[src/rtl/if_fetch_stage.sv]
// Instruction-fetch stage: program counter, a single-outstanding
// instruction-memory request FSM with a one-entry skid buffer, and the
// IF/ID pipeline register. Stalls, flushes and redirects from hazard
// control are all resolved here, so decode only ever sees {pc, instr, valid}.
module if_fetch_stage #(
    parameter logic [31:0] RESET_PC  = 32'h0000_0000,
    parameter logic [31:0] NOP_INSTR = 32'h0000_0013
) (
    input  logic        clk,
    input  logic        rst_n,
    input  logic        pc_write,
    input  logic        IF_ID_reg_write,
    input  logic        instr_flush,
    input  logic [1:0]  branch_sel,
    input  logic [31:0] EXE_pc_imm,
    input  logic [31:0] EXE_jalr_tgt,
    input  logic [31:0] csr_vec,
    output logic        im_req,
    output logic [31:0] im_addr,
    input  logic        im_rvalid,
    input  logic [31:0] im_rdata,
    output logic [31:0] ID_pc,
    output logic [31:0] ID_instr,
    output logic        ID_valid
);

    // Fetch FSM encoding
    localparam logic [1:0] ST_IDLE = 2'b00;
    localparam logic [1:0] ST_REQ  = 2'b01;
    localparam logic [1:0] ST_WAIT = 2'b10;
    localparam logic [1:0] ST_HOLD = 2'b11;

    // Architectural / pipeline state
    logic [1:0]  state_reg,    state_next;
    logic [31:0] pc_reg,       pc_next;
    logic        kill_reg,     kill_next;
    logic [31:0] skid_reg,     skid_next;
    logic [31:0] id_pc_reg,    id_pc_next;
    logic [31:0] id_instr_reg, id_instr_next;
    logic        id_valid_reg, id_valid_next;

    // Decoded control
    logic        redirect;
    logic        accept;
    logic        in_wait;
    logic        in_hold;
    logic        mem_return;
    logic        take_mem;
    logic        take_skid;
    logic        deliver;
    logic [31:0] deliver_instr;
    logic [31:0] pc_plus4;
    logic [31:0] redirect_tgt;

    // Candidate next-PC sources indexed directly by branch_sel
    logic [31:0] tgt_raw     [4];
    logic [31:0] tgt_aligned [4];

    assign pc_plus4   = pc_reg + 32'd4;    // wraps naturally modulo 2^32
    assign tgt_raw[0] = pc_plus4;
    assign tgt_raw[1] = EXE_pc_imm;
    assign tgt_raw[2] = EXE_jalr_tgt;
    assign tgt_raw[3] = csr_vec;

    // Every fetch target is word aligned: bits [1:0] are forced to zero
    genvar gi;
    generate
        for (gi = 0; gi < 4; gi++) begin : g_tgt_align
            assign tgt_aligned[gi] = tgt_raw[gi] & 32'hFFFF_FFFC;
        end
    endgenerate

    assign redirect_tgt = tgt_aligned[branch_sel];

    assign redirect   = (branch_sel != 2'b00);
    assign accept     = pc_write & IF_ID_reg_write;
    assign in_wait    = (state_reg == ST_WAIT);
    assign in_hold    = (state_reg == ST_HOLD);

    // Returns are only meaningful while a request is outstanding
    assign mem_return = in_wait & im_rvalid;

    // A live instruction reaches IF/ID either straight from memory or from
    // the skid buffer; a redirect or a killed request suppresses both.
    assign take_mem      = mem_return & ~kill_reg & ~redirect & accept;
    assign take_skid     = in_hold & ~redirect & accept;
    assign deliver       = take_mem | take_skid;
    assign deliver_instr = take_skid ? skid_reg : im_rdata;

    // Memory request interface is a pure decode of the FSM and PC
    assign im_req  = (state_reg == ST_REQ);
    assign im_addr = pc_reg;

    // Fetch FSM next-state, kill flag and skid-buffer capture
    always_comb begin
        state_next = state_reg;
        kill_next  = kill_reg;
        skid_next  = skid_reg;
        case (state_reg)
            ST_IDLE: begin
                state_next = ST_REQ;
            end
            ST_REQ: begin
                state_next = ST_WAIT;
                // Request already left with the old PC; its data must be dropped
                if (redirect) begin
                    kill_next = 1'b1;
                end
            end
            ST_WAIT: begin
                if (im_rvalid) begin
                    if (kill_reg || redirect) begin
                        kill_next  = 1'b0;
                        state_next = ST_REQ;
                    end else if (accept) begin
                        state_next = ST_REQ;
                    end else begin
                        skid_next  = im_rdata;
                        state_next = ST_HOLD;
                    end
                end else if (redirect) begin
                    kill_next = 1'b1;
                end
            end
            ST_HOLD: begin
                // Redirect discards the buffered word by simply leaving HOLD
                if (redirect || accept) begin
                    state_next = ST_REQ;
                end
            end
            default: begin
                state_next = ST_IDLE;
            end
        endcase
    end

    // PC: redirect beats stall, stall beats sequential advance
    always_comb begin
        pc_next = pc_reg;
        if (redirect) begin
            pc_next = redirect_tgt;
        end else if (!pc_write) begin
            pc_next = pc_reg;
        end else if (deliver) begin
            pc_next = pc_plus4;
        end
    end

    // IF/ID: flush/redirect bubble > hold > load > bubble while waiting
    always_comb begin
        id_pc_next    = id_pc_reg;
        id_instr_next = id_instr_reg;
        id_valid_next = id_valid_reg;
        if (instr_flush || redirect) begin
            id_instr_next = NOP_INSTR;
            id_valid_next = 1'b0;
        end else if (!IF_ID_reg_write) begin
            id_pc_next    = id_pc_reg;
        end else if (deliver) begin
            id_pc_next    = pc_reg;
            id_instr_next = deliver_instr;
            id_valid_next = 1'b1;
        end else begin
            id_instr_next = NOP_INSTR;
            id_valid_next = 1'b0;
        end
    end

    // Fetch control state; reset drops any in-flight request bookkeeping
    always_ff @(posedge clk or negedge rst_n) begin
        if (!rst_n) begin
            state_reg <= ST_IDLE;
            pc_reg    <= RESET_PC;
            kill_reg  <= 1'b0;
            skid_reg  <= 32'h0000_0000;
        end else begin
            state_reg <= state_next;
            pc_reg    <= pc_next;
            kill_reg  <= kill_next;
            skid_reg  <= skid_next;
        end
    end

    // IF/ID pipeline register
    always_ff @(posedge clk or negedge rst_n) begin
        if (!rst_n) begin
            id_pc_reg    <= 32'h0000_0000;
            id_instr_reg <= NOP_INSTR;
            id_valid_reg <= 1'b0;
        end else begin
            id_pc_reg    <= id_pc_next;
            id_instr_reg <= id_instr_next;
            id_valid_reg <= id_valid_next;
        end
    end

    assign ID_pc    = id_pc_reg;
    assign ID_instr = id_instr_reg;
    assign ID_valid = id_valid_reg;

endmodule

[config.mk]
export PLATFORM = sky130hd
export DESIGN_NAME = if_fetch_stage
export DESIGN_NICKNAME = d
export VERILOG_FILES = /design/src/rtl/if_fetch_stage.sv
export SDC_FILE = /design/constraint.sdc
export NUM_CORES = 1
export LEC_CHECK = 0
export CORE_MARGIN = 2
export CORE_UTILIZATION = 42
export CTS_BUF_LIST = sky130_fd_sc_hd__clkbuf_4 sky130_fd_sc_hd__clkbuf_8
export DETAILED_ROUTE_END_ITERATION = 12
export PLACE_DENSITY = 0.76
export SYNTH_ARGS = -nofsm -noshare
export SYNTH_HDL_FRONTEND = slang
export SYNTH_SLANG_ARGS = --single-unit
[constraint.sdc]
create_clock -name clk -period 2 [get_ports clk]
set_input_delay 0.6 -clock clk [delete_from_list [all_inputs] [get_ports clk]]
set_output_delay 0.6 -clock clk [all_outputs]
set_load 0.005 [all_outputs]
======== Yosys cells after proc, flatten, opt, wreduce, memory -nomap -nowiden ========
Cells that the tools add are included.
word-level totals
  register bits ........................... 132
  bits of input ports ..................... 136
  output and inout bits ................... 98
  logic and storage cells ................. 65
operators by class
  add/subtract/negate cells ............... 1
  $lt $le $gt $ge ......................... 1
  equal/unequal tests ..................... 6
  muxes and demuxes ....................... 22
  bitwise gates (word level) .............. 14
  reduce and logical (&&, ||, !) cells .... 14
operators by type and width
  cell                                                      number
  2-to-1 mux 32 bit                                         9
  binary-select mux 32 bit (select 2 bit)                   1
  adder 32 x 3 -> 32 bit, second input constant             1
  nonzero test 2 bit                                        5
  2-to-1 mux 2 bit                                          4
  one-hot mux 2 bit (4 select lines)                        1
  bitwise AND 1 bit                                         7
  2-to-1 mux 1 bit                                          6
  AND reduction 2 bit                                       3
  inverter 1 bit                                            5
  == test 2 bit, second input constant                      2
  AND reduction 4 bit                                       1
  greater-or-equal comparator 3 bit, second input constant  1
  logical OR 1 bit                                          3
  inequality test 3 x 2 -> 1 bit, second input constant     1
  inverter 2 -> 3 bit                                       1
  AND reduction 3 bit                                       1
  == test 2 x 1 -> 1 bit, second input constant             1
  logical NOT 2 bit                                         1
  inequality test 2 x 1 -> 1 bit, second input constant     1
  inequality test 2 bit, second input constant              1
  one-hot mux 1 bit (2 select lines)                        1
  bitwise OR 1 bit                                          1

======== Longest topological paths before layout ========
  depth after elaboration ................. 9
  mapped depth ............................ 9
  mapped depth without buffers ............ 7

======== Least setup slack after synthesis ========
Ideal clock, no wire load.
  path type ............................... register -> register
  start point ............................. register pc_reg[2], in the netlist im_addr[2]
  end point ............................... register pc_reg[22], in the netlist im_addr[22]
  setup time .............................. 0.139 ns
  data arrival time ....................... 2.017 ns
  data required time ...................... 1.861 ns
  setup slack ............................. -0.156 ns
  cell stages (with the launch flop) ...... 7
  buffers on the path ..................... 0
  period minus slack after synthesis ...... 2.156 ns
  cells stage by stage .................... dfrtp_1 > ha_1 > nand4_1 > nor4_4 > nand3_1 > xnor2_1 > mux4_2
between the ends
  word-level cells in the longest chain between the ends .. 5
  elaborated cells between the ends (all ways) .. 7
  classes of those cells .................. 1 x add/sub; 6 x mux
RTL lines
  item                                                  RTL line  RTL
  from (decl)                                           35        logic [31:0] pc_reg, pc_next;
  from (signal assigned)                                178       pc_reg <= pc_next;
  adder 32 x 3 -> 32 bit *                              59        assign pc_plus4 = pc_reg + 32'd4;
  binary-select mux 32 bit (select 2 bit)               73        assign redirect_tgt = tgt_aligned[branch_sel];
  2-to-1 mux 32 bit (not written as such) (2 in a row)  73
  2-to-1 mux 32 bit *                                   140       if (redirect) begin
Every way passes the cells marked *; elsewhere a longest branch is shown, timed or not. The select of a mux whose other input is x is not followed.
A chain may end at the register's enable or synchronous reset.

======== Final worst setup path ========
  start point ............................. register pc_reg[3], in the netlist im_addr[3]
  end point ............................... register pc_reg[20], in the netlist im_addr[20]
The elaborated chain is that of the path after synthesis.

==> results.sh <==
export IMPL_synth_cell_types=67
export IMPL_syn_avg_cell_area_sq_um=11.4
export IMPL_r2r_start="im_addr[3]"
export IMPL_drv_slew=0
export IMPL_synth_compound_area_share_pct=10.9
export IMPL_routed_wl_um=20300
export IMPL_syn_area_sq_mm=0.00655
export IMPL_min_period_ns=2.06
export IMPL_report_final_hold_viol_count=0
export IMPL_diodes=0
export IMPL_rsz0062_at_grt="yes"
export IMPL_clockBufferDepth=2
export IMPL_setup_viol=4
export IMPL_cts_buffers=17
export IMPL_routabilityCongestion=0.888
export IMPL_synth_main_ff_cell="dfrtp_1"
export IMPL_synth_xor_area_share_pct=1.20
export IMPL_hold_path_class="in2async"
export IMPL_grt_max_degree=52
export IMPL_max_vdd_ir_drop_mv=0.406
export IMPL_pin_count=234
export IMPL_pwr_density_cell_mw_per_mm2=702
export IMPL_required_ns=2.32
export IMPL_cp_start_kind="flop"
export IMPL_p_leak_uw=0.00465
export IMPL_final_cells=1104
export IMPL_netlist_top_cells_count="dfrtp_1, mux2_2, nand2_1, mux2i_1, o21ai_0"
export IMPL_tightest_slew_ns=0.517
export IMPL_path_clk_slew_ns=0.08
export IMPL_cp_arrival_ns=2.38
export IMPL_yosys_area_share_simple_pct=11.6
export IMPL_cap_violations=0
export IMPL_final_area_sq_mm=0.0104
export IMPL_synth_edf_count=0
export IMPL_vias_per_cell=5.42
export IMPL_dr_pass1_iters=5
export IMPL_grt_pass1_wl_um=31600
export IMPL_antenna_left=0
export IMPL_cts_max_level=4
export IMPL_violations="negative setup slack"
export IMPL_synthMuxAreaShare_pct=22.9
export IMPL_hold_ws_ns=0.108
export IMPL_clock_skew_ns=0.0156
export IMPL_antenna_found_initial=0
export IMPL_synth_largest_area_cell="dfrtp_1"
export IMPL_root_buffer="clkbuf_8"
export IMPL_timing_final_crit_share_pct=103
export IMPL_cp_max_fo=3
export IMPL_place_hpwl_um=15000
export IMPL_outcome="complete, but fails checks"
export IMPL_fp_coreArea_sq_mm=0.0152
export IMPL_synth_seq_cells=128
export IMPL_cts_sinks=128
export IMPL_first_iter_violations=486
export IMPL_nets=1044
export IMPL_critPathCaptureType="flop"
export IMPL_drive_gt1_share_pct=29.9
export IMPL_die_h_um=129
export IMPL_startpoint="im_addr[3]"
export IMPL_insertion_delay_ns=0.44
export IMPL_worstSetupPathType="reg2reg"
export IMPL_fin_util_pct=68.7
export IMPL_maxSlewHeadroom_pct=65.5
export IMPL_place_area_sq_mm=0.00965
export IMPL_start_util_pct=43.1
export IMPL_rows=45
export IMPL_grt_usage_pct=24.7
export IMPL_synth_top_area_share_pct=47.8
export IMPL_area_growth_pct=59.4
export IMPL_drc=0
export IMPL_fin_ws_ns=-0.0585
export IMPL_synth_cells=573
export IMPL_yosysMostFrequentCell="dfrtp_1"
export IMPL_synth_top_family_by_area="multiplexers"
export IMPL_portBuffers=223
export IMPL_overflow=0
export IMPL_avgRoutedWirePerCell_um=18.4
export IMPL_synthTopCellsByArea="dfrtp_1, mux2_2, mux2i_1, nand2_1, o21ai_0"
export IMPL_dp_cells=1037
export IMPL_synthAdderAreaFrac_pct=0.955
export IMPL_vias=5985
export IMPL_first_global_vias=6182
export IMPL_p_total_uw=7330
export IMPL_fmax_mhz=486
export IMPL_cts_tree="yes"
export IMPL_die_x_um=129
export IMPL_async_flop_share_pct=100
export IMPL_ys_warn_count=0
export IMPL_yosysSeqAreaShare_pct=49.0
export IMPL_die_area_sq_mm=0.0166
-- routing by layer --
metal / vias to the layer above / global-route usage, % / wire, um
met2: 308 / 43.8 / 10200
met5: - / 0 / 0
met1: 2887 / 29.5 / 8060
met4: 0 / 7.67 / 475
met3: 47 / 6.32 / 1500
li1: 2743 / - / -
-- cells by family after synthesis --
logic type	Yosys count
flops	128
compound gates	112
other cells	1
mux	129
fa+ha+maj	5
buf+inv	42
xor+xnor	9
simple gates	147
-- path summary, 6_finish.rpt --
kind | endpoint | depth (start not counted) | slack [ns]
worst max-delay path | im_addr[20] | 7 | -0.06
worst min-delay path | ID_instr[14] | 1 | 0.11
worst max register to register | im_addr[20] | 7 | -0.06
worst min register to register | ID_instr[3] | 2 | 0.48
max in group asynchronous | skid_reg[29] | 2 | 1.20
min in group clk | ID_instr[3] | 2 | 0.48
-- through the flow --
step / TNS, ns / setup slack [ns]
after CTS: 0 / 0.00373
after floorplan: -0.416 / -0.0203
after global placement: -36.41 / -0.429
final: -0.152 / -0.0585
after detailed placement: -41.81 / -0.472
after global routing: -1.10 / -0.106
-- final cells by class --
cell class                 count  area, sq um
inverter                       7         26.3
timing repair buffer         343         3330
tap                          188          235
fill                        1102         4760
multi-input combinational    406         3250
clock inverter                10          113
clock buffer                  22          278
sequential                   128         3210
-- critical path, cell delays in order, from the launching register on --
cell     delay [ns]
dfrtp_1        0.37
buf_6          0.11
ha_4           0.12
nand4_1        0.17
nor4_4         0.41
nand3_1        0.14
xnor2_1        0.16
mux4_2         0.46
-- repair_timing --
action                     4_1_cts  5_1_grt
hold buffers                     0        0
setup buffers                   26        9
pin swaps                        3       12
setup endpoints to repair       35       62
gates resized for setup         42       35
-- report_power, final --
group,total (uW),leakage [uW],internal (uW),switching (uW)
combinational,2040,0.00276,1230,815
clock,2190,0.000200,1190,1000
sequential,3090,0.00168,2900,192
total,7330,0.00465,5320,2010
-- cell usage in the layout (no fill, tap or decap), types with 4 or more instances in the layout --
master             n
clkdlybuf4s50_1  191
dfrtp_1          122
buf_4             90
mux2_2            70
nand2_1           62
mux2i_1           45
o21ai_0           38
dlygate4sd2_1     26
nor2_1            20
clkbuf_8          18
buf_6             18
o21ai_1           13
buf_12            13
a21oi_1           12
nand3_1           10
nand4_1            9
mux4_2             9
a22oi_1            7
xnor2_1            6
and2_1             5
o2bb2ai_1          5
nor3_1             5
o22a_1             4
inv_1              4
conb_1             4
clkbuf_4           4
clkinv_2           4
(Power assumes the default switching activity.)
